[src/rtl/inst_fetch_pkg.sv]
// Shared definitions for the instruction fetch unit: FSM encoding, default
// parameters, and instruction field bounds.
package inst_fetch_pkg;

    typedef enum logic [1:0] {
        ST_START = 2'd0,
        ST_FETCH = 2'd1,
        ST_EXEC  = 2'd2,
        ST_ERROR = 2'd3
    } fetch_state_t;

    localparam logic [31:0] DEFAULT_RESET_PC    = 32'h0000_0000;
    localparam int          DEFAULT_ACK_TIMEOUT = 16;

    localparam int OPCODE_MSB  = 31;
    localparam int OPCODE_LSB  = 26;
    localparam int IMM_MSB     = 15;
    localparam int IMM_LSB     = 0;
    localparam int JTARGET_MSB = 25;
    localparam int JTARGET_LSB = 0;

    // Branch displacement in bytes: sign-extended word offset times four.
    function automatic logic [31:0] branch_offset(input logic [15:0] imm);
        return {{14{imm[15]}}, imm, 2'b00};
    endfunction

endpackage

[src/rtl/next_pc_calc.sv]
// Combinational next-PC selection: jump beats taken branch beats sequential.
module next_pc_calc
    import inst_fetch_pkg::*;
#(
    parameter int instruction_width = 32
) (
    input  logic [instruction_width-1:0] pc,
    input  logic [25:0]                  jtarget,
    input  logic [15:0]                  imm,
    input  logic                         branch,
    input  logic                         jump,
    input  logic                         zero,
    output logic [instruction_width-1:0] pc_plus4,
    output logic [instruction_width-1:0] next_pc
);

    always_comb begin
        pc_plus4 = pc + instruction_width'(4);
        next_pc  = pc_plus4;
        if (jump) begin
            next_pc = {pc_plus4[instruction_width-1:28], jtarget, 2'b00};
        end else if (branch && zero) begin
            next_pc = pc_plus4 + branch_offset(imm);
        end
    end

endmodule

[src/rtl/inst_fetch.sv]
// Instruction fetch unit: requests a word from instruction memory, holds it
// for one execute cycle (or longer under stall) and then advances the PC.
module inst_fetch
    import inst_fetch_pkg::*;
#(
    parameter int                           instruction_width = 32,
    parameter logic [instruction_width-1:0] RESET_PC          = DEFAULT_RESET_PC,
    parameter int                           ACK_TIMEOUT       = DEFAULT_ACK_TIMEOUT
) (
    input  logic                         clk,
    input  logic                         rst,
    output logic                         imem_req,
    output logic [instruction_width-1:0] imem_addr,
    input  logic                         imem_ack,
    input  logic [instruction_width-1:0] imem_rdata,
    output logic [instruction_width-1:0] instr,
    output logic [5:0]                   opcode,
    output logic                         instr_valid,
    output logic [instruction_width-1:0] pc,
    output logic [instruction_width-1:0] pc_plus4,
    input  logic                         branch,
    input  logic                         jump,
    input  logic                         zero,
    input  logic                         stall,
    output logic                         fetch_err
);

    localparam int CNT_W = $clog2(ACK_TIMEOUT + 1);

    fetch_state_t                 state_reg, state_next;
    logic [instruction_width-1:0] pc_reg, pc_next;
    logic [instruction_width-1:0] instr_reg, instr_next;
    logic [CNT_W-1:0]             cnt_reg, cnt_next;
    logic [CNT_W-1:0]             cnt_inc;
    logic [instruction_width-1:0] next_pc;

    next_pc_calc #(
        .instruction_width(instruction_width)
    ) u_next_pc_calc (
        .pc       (pc_reg),
        .jtarget  (instr_reg[JTARGET_MSB:JTARGET_LSB]),
        .imm      (instr_reg[IMM_MSB:IMM_LSB]),
        .branch   (branch),
        .jump     (jump),
        .zero     (zero),
        .pc_plus4 (pc_plus4),
        .next_pc  (next_pc)
    );

    always_ff @(posedge clk) begin
        if (rst) begin
            state_reg <= ST_START;
            pc_reg    <= RESET_PC;
            instr_reg <= '0;
            cnt_reg   <= '0;
        end else begin
            state_reg <= state_next;
            pc_reg    <= pc_next;
            instr_reg <= instr_next;
            cnt_reg   <= cnt_next;
        end
    end

    assign cnt_inc = cnt_reg + CNT_W'(1);

    always_comb begin
        state_next = state_reg;
        pc_next    = pc_reg;
        instr_next = instr_reg;
        cnt_next   = cnt_reg;
        case (state_reg)
            ST_START: state_next = ST_FETCH;
            ST_FETCH: begin
                if (imem_ack) begin
                    instr_next = imem_rdata;
                    cnt_next   = '0;
                    state_next = ST_EXEC;
                end else begin
                    cnt_next = cnt_inc;
                    if (cnt_inc == CNT_W'(ACK_TIMEOUT)) begin
                        state_next = ST_ERROR;
                    end
                end
            end
            ST_EXEC: begin
                if (!stall) begin
                    pc_next    = next_pc;
                    state_next = ST_FETCH;
                end
            end
            // Only reset leaves the fault state.
            default: state_next = ST_ERROR;
        endcase
    end

    assign imem_req    = (state_reg == ST_FETCH);
    assign imem_addr   = pc_reg;
    assign instr_valid = (state_reg == ST_EXEC);
    assign fetch_err   = (state_reg == ST_ERROR);
    assign instr       = instr_reg;
    assign opcode      = instr_reg[OPCODE_MSB:OPCODE_LSB];
    assign pc          = pc_reg;

endmodule

[config.mk]
export PLATFORM = sky130hd
export DESIGN_NAME = inst_fetch
export DESIGN_NICKNAME = d
export VERILOG_FILES = /design/src/rtl/inst_fetch_pkg.sv /design/src/rtl/next_pc_calc.sv /design/src/rtl/inst_fetch.sv
export SDC_FILE = /design/constraint.sdc
export NUM_CORES = 1
export LEC_CHECK = 0
export ABC_AREA = 1
export BUFFER_PORTS_ARGS = -buffer_cell sky130_fd_sc_hd__buf_2
export CAP_MARGIN = 10
export CORE_ASPECT_RATIO = 0.7
export CORE_MARGIN = 10
export CORE_UTILIZATION = 45
export DETAILED_ROUTE_END_ITERATION = 8
export GPL_ROUTABILITY_DRIVEN = 0
export GPL_TIMING_DRIVEN = 0
export PLACE_DENSITY = 0.7
export RECOVER_POWER = 50
export SLEW_MARGIN = 25
export SYNTH_ARGS = -nofsm -noshare
export SYNTH_HDL_FRONTEND = slang
export SYNTH_SLANG_ARGS = --single-unit
[constraint.sdc]
create_clock -name clk -period 4.7 [get_ports clk]
set_clock_uncertainty 0.05 [all_clocks]
set_input_delay 0.705 -clock clk [delete_from_list [all_inputs] [get_ports clk]]
set_output_delay 0.705 -clock clk [all_outputs]
set_load 0.05 [all_outputs]
# Word level (Yosys, flattened, before mapping)
# Cells that the tools add are included.
# W data, S select, Z words.
totals:
  reg_bits: 71
  input_bits: 39
  output_inout_bits: 137
  wordCells: 26
op_classes:
  n_addsub: 3
  n_eq_ne: 6
  mux: 7
  bitwise: 1
  reduce_logical: 5
op_table:
  columns: ["operator", "n"]
  rows:
  - ["$mux W32", 2]
  - ["$add A32 B3 Y32 const B", 1]
  - ["$add A32 B32 Y32", 1]
  - ["$mux W2", 3]
  - ["$pmux W2 S3", 1]
  - ["$reduce_and A2 Y1", 3]
  - ["$add A5 B1 Y5 const B", 1]
  - ["$eq A5 B5 Y1 const B", 1]
  - ["$mux W5", 1]
  - ["$eq A2 B2 Y1 const B", 2]
  - ["$ne A3 B1 Y1 const B", 1]
  - ["$eq A2 B1 Y1 const B", 1]
  - ["$logic_not A2 Y1", 1]
  - ["$ne A2 B2 Y1 const B", 1]
  - ["$logic_and A1 B1 Y1", 1]
  - ["$not A1 Y1", 1]

# Depth between registers and ports, before layout
depth:
  ltp_word: 5
  mapped_depth: 23
  ltp_nobuf: 23

# Modules after synthesis
# Synthesis repeated with hierarchy kept, for this count alone.
unflattened:
  cells_unflattened: 1156
  area_unflattened_um2: 6661.4
modules_own_cells:
  columns: ["mod", "instances", "cells_each", "area_per_inst_um2", "seq_area_each_um2"]
  rows:
  - ["next_pc_calc", 1, 786, 3771.1, 0.0]
  - ["inst_fetch", 1, 370, 2890.3, 1421.4]

# Least setup slack after synthesis
# Ideal clock, no wire load.
synth_path:
  path_kind: "register -> register"
  from: "register pc_reg[2], in the netlist imem_addr[2]"
  to: "register pc_reg[23], in the netlist imem_addr[23]"
  setup_time_ns: 0.120
  t_arrival_ns: 3.740
  required_ns: 4.530
  path_slack_ns: 0.789
  stages_incl_launch_ff: 17
  n_path_buf: 0
  period_less_slack_ns: 3.911
  path_cell_list: "dfxtp_1 > inv_1 > nor2_1 > nand2_1 > xnor2_1 > ha_1 > nand2_1 > inv_1 > nand2_1 > nand2_1 > nand2_1 > nand3_1 > nand2_1 > nand2_1 > or2_0 > nand3_1 > a21oi_1"
synth_via:
  elab_chain_cells: 4
synth_lines:
  columns: ["element", "line", "rtl"]
  rows:
  - ["start, declared", "inst_fetch.sv:31", "logic [instruction_width-1:0] pc_reg, pc_next;"]
  - ["start signal, assigned", "inst_fetch.sv:58", "pc_reg <= pc_next;"]
  - ["$add A32 B3 Y32", "next_pc_calc.sv:18", "pc_plus4 = pc + instruction_width'(4);"]
  - ["net pc_plus4[2]", "inst_fetch.sv:20", "output logic [instruction_width-1:0] pc_plus4,"]
  - ["$add A32 B32 Y32", "next_pc_calc.sv:23", "next_pc = pc_plus4 + branch_offset(imm);"]
  - ["$mux W32", "next_pc_calc.sv:22", "end else if (branch && zero) begin"]
  - ["$mux W32", "next_pc_calc.sv:20", "if (jump) begin"]
# The timed path passes the listed nets, and every way through them passes these cells.
# A chain may end at the register's enable or synchronous reset.

# Final worst setup path
layout_path:
  from: "register pc_reg[14], in the netlist imem_addr[14]"
  to: "register pc_reg[26], in the netlist imem_addr[26]"
layout_via:
  elab_chain_cells: 4
layout_lines:
  columns: ["element", "line"]
  rows:
  - ["$add A32 B3 Y32 (*)", "next_pc_calc.sv:18"]
  - ["$add A32 B32 Y32", "next_pc_calc.sv:23"]
  - ["$mux W32 (*)", "next_pc_calc.sv:22"]
  - ["$mux W32 (*)", "next_pc_calc.sv:20"]
# Every way passes the cells marked *; elsewhere a longest branch is shown, timed or not.

==> impl_metrics.tcl <==
set metrics [dict create \
    critPathSlowestCell "dfxtp_1" \
    place_area_um2 7350 \
    power_density_nw_per_um2 241 \
    portBuffers 168 \
    cp.buffers_inverters 2 \
    final_cell_mix "nand2_1 (320), inv_1 (148), a21oi_1 (118), buf_2 (99), clkbuf_1 (93)" \
    placedCellCount 1400 \
    netlist_instances 1042 \
    antenna_found_initial 0 \
    fp.dieW_um 161 \
    first_pass_iters 5 \
    crit_top_cell "nand2_1" \
    rsz0062_at_grt "false" \
    stdcell_count 1416 \
    ys_seq_area_frac 0.221 \
    vdd_drop_max_mv 0.199 \
    start_util 0.467 \
    clk_latency_ns 0.34 \
    max_clock_freq_mhz 278 \
    synth_edf_count 0 \
    fin_crit_ns 3.60 \
    synth-seq-cells 69 \
    async_reset_ff_frac 0 \
    grt_start_max_net_pins 24 \
    tightest_slew_ns 0.971 \
    grt_pass1_wl_mm 38.2 \
    routedWlPerCell_um 17.2 \
    start_kind "flop" \
    path_max_fanout 8 \
    p_leak_nw 3.90 \
    slowest_delay_ns 0.56 \
    critical_path_required_ns 4.85 \
    routed_wl_mm 24.4 \
    layout-drive-gt1-share 0.162 \
    synth_cell_types 51 \
    cts-root-buf "clkbuf_16" \
    viasPerCell 5.21 \
    slew_headroom 0.352 \
    synth_area_leaders "dfxtp_1 (22%), nand2_1 (19%), a21oi_1 (9.4%), inv_1 (8.9%), ha_1 (7.4%)" \
    mostFrequentLayoutCell "nand2_1" \
    p_total_mw 1.82 \
    netlist_area_um2 6260 \
    fin_nets 1303 \
    cts_tree "done" \
    ctsHoldBuffers 0 \
    cts_sinks 69 \
    clockBufferDepth 2 \
    rows 35 \
    finalSetupViolations 0 \
    grt_pass1_vias 6858 \
    synthFlopType "dfxtp_1" \
    die_area_um2 19100 \
    tns_ns 0 \
    clk_pin_slew_ns 0.06 \
    fin_area_um2 7560 \
    crit_arrival_ns 3.75 \
    avgSynthCellArea_um2 6.01 \
    drc 0 \
    cts_setup_buffers 0 \
    synth_top_cell_by_area "dfxtp_1" \
    die_h_um 119 \
    largest_reg_flops 32 \
    criticalPathCategory "flop to flop" \
    core_region_area_um2 13400 \
    status "finished clean" \
    hold_class "flop to flop" \
    top_level_ports 176 \
    hpwl_mm 20.0 \
    grtUsageTotal 0.246 \
    synth_warnings 0 \
    drt_iter0_drc 655 \
    cp-end-kind "flop" \
    finalHoldViolations 0 \
    cp_top_family "simple AND/OR/NAND/NOR gates" \
    fillers 1452 \
    cts_max_level 3 \
    post_cts_resized 0 \
    path_cells "nand2_1 -> nor2_1 -> nand2_2 -> nor2_8 -> nand3_2 -> or2_0 -> o21ai_2 -> inv_1 -> ha_1 -> nand2_1 -> nor3_1 -> nand2_1 -> inv_1 -> nand3_1 -> nand4_1 -> nand3_1 -> nand2_1 -> a21oi_1" \
    ant_nets 0 \
    overflow 0 \
    area_delta_synth_final_pct 20.7 \
    antennaDiodeCount 0 \
    fin_hold_ws_ns 0.434 \
    maxSlewViolCount 0 \
    fin_crit_sh 0.766 \
    maxCapViolations 0 \
    vias 7380 \
    synth_top_area_share 0.221 \
    cts_inserted_buffers 9 \
]
## kinds of logic (layout without fill, tap and decap cells)
logic type | count (synthesis) | count (layout) | share of synthesized area
other | 1 | 6 | 0.000599
XOR/XNOR | 21 | 21 | 0.0306
flip-flops | 69 | 69 | 0.221
AO/OA/AOI/OAI | 200 | 200 | 0.175
buffers and inverters | 219 | 403 | 0.157
adder cells (fa/ha/maj) | 38 | 38 | 0.0771
AND/OR/NAND/NOR | 494 | 494 | 0.339
## layer usage
layer / vias to the layer above / share of wire / global-route usage
li1: 3648 / - / -
met2: 406 / 0.40 / 0.352
met3: 38 / 0.13 / 0.0960
met5: - / 0 / 0
met4: 0 / 0.019 / 0.0539
met1: 3288 / 0.44 / 0.338
## report_power, final
part           switching [mW]  leakage, nW  internal [mW]
registers              0.0422        0.561          0.610
clock network           0.282        0.143          0.415
logic                   0.353         3.19          0.116
## stage by stage
step / setup slack [ns] / util
floorplan: 0.789 / -
global placement: 1.20 / 0.549
detailed placement: 1.20 / 0.549
CTS: 1.18 / 0.571
global route: 0.800 / 0.564
finish: 1.10 / 0.564
## path summary, 6_finish.rpt
kind	endpoint	slack, ns	cells after the start	from
worst max-delay path	imem_addr[26]$_SDFFE_PP0P_	1.10	18	imem_addr[14]$_SDFFE_PP0P_
worst min-delay path	instr[25]$_SDFFE_PP0P_	0.43	2	instr[25]$_SDFFE_PP0P_
worst max register to register	imem_addr[26]$_SDFFE_PP0P_	1.10	18	imem_addr[14]$_SDFFE_PP0P_
worst min register to register	instr[25]$_SDFFE_PP0P_	0.43	2	instr[25]$_SDFFE_PP0P_
## Yosys cell counts (3+ instances only)
cell type and count:
clkbuf_1 19, nor2_1 66, dfxtp_1 69, or2_0 3, inv_1 148, nor2_4 3
or2_2 5, nand3_1 51, o21ai_0 49, nor3_1 10, nand2_2 10, a31oi_1 3
a21oi_2 7, nand3b_1 4, nand3_2 3, xnor2_1 3, nand2_1 320, xor2_1 17
nand4_1 7, ha_1 37, a21oi_1 118, buf_2 4, o21bai_1 7, buf_4 42
## cell type report
cell class / count / area, um^2 / area share
inverters: 152 / 571 / 0.0755
flip-flops and latches: 69 / 1380 / 0.183
well taps: 185 / 231 / 0.0306
clock inverters: 6 / 68.8 / 0.00910
plain buffers: 67 / 413 / 0.0546
repair buffers: 168 / 752 / 0.0995
clock buffers: 10 / 229 / 0.0303
multi-input cells: 759 / 3920 / 0.518
## worst reg2reg max path, delay by kind of cell, from the launching register on
family	cells	cell delay [ns]
adders and majority gates	1	0.35
and+or+nand+nor	13	2.13
AOI/OAI and AO/OA	2	0.15
DFF	1	0.56
buffers and inverters	2	0.24
No activity file was read; power rests on OpenSTA's default activity.
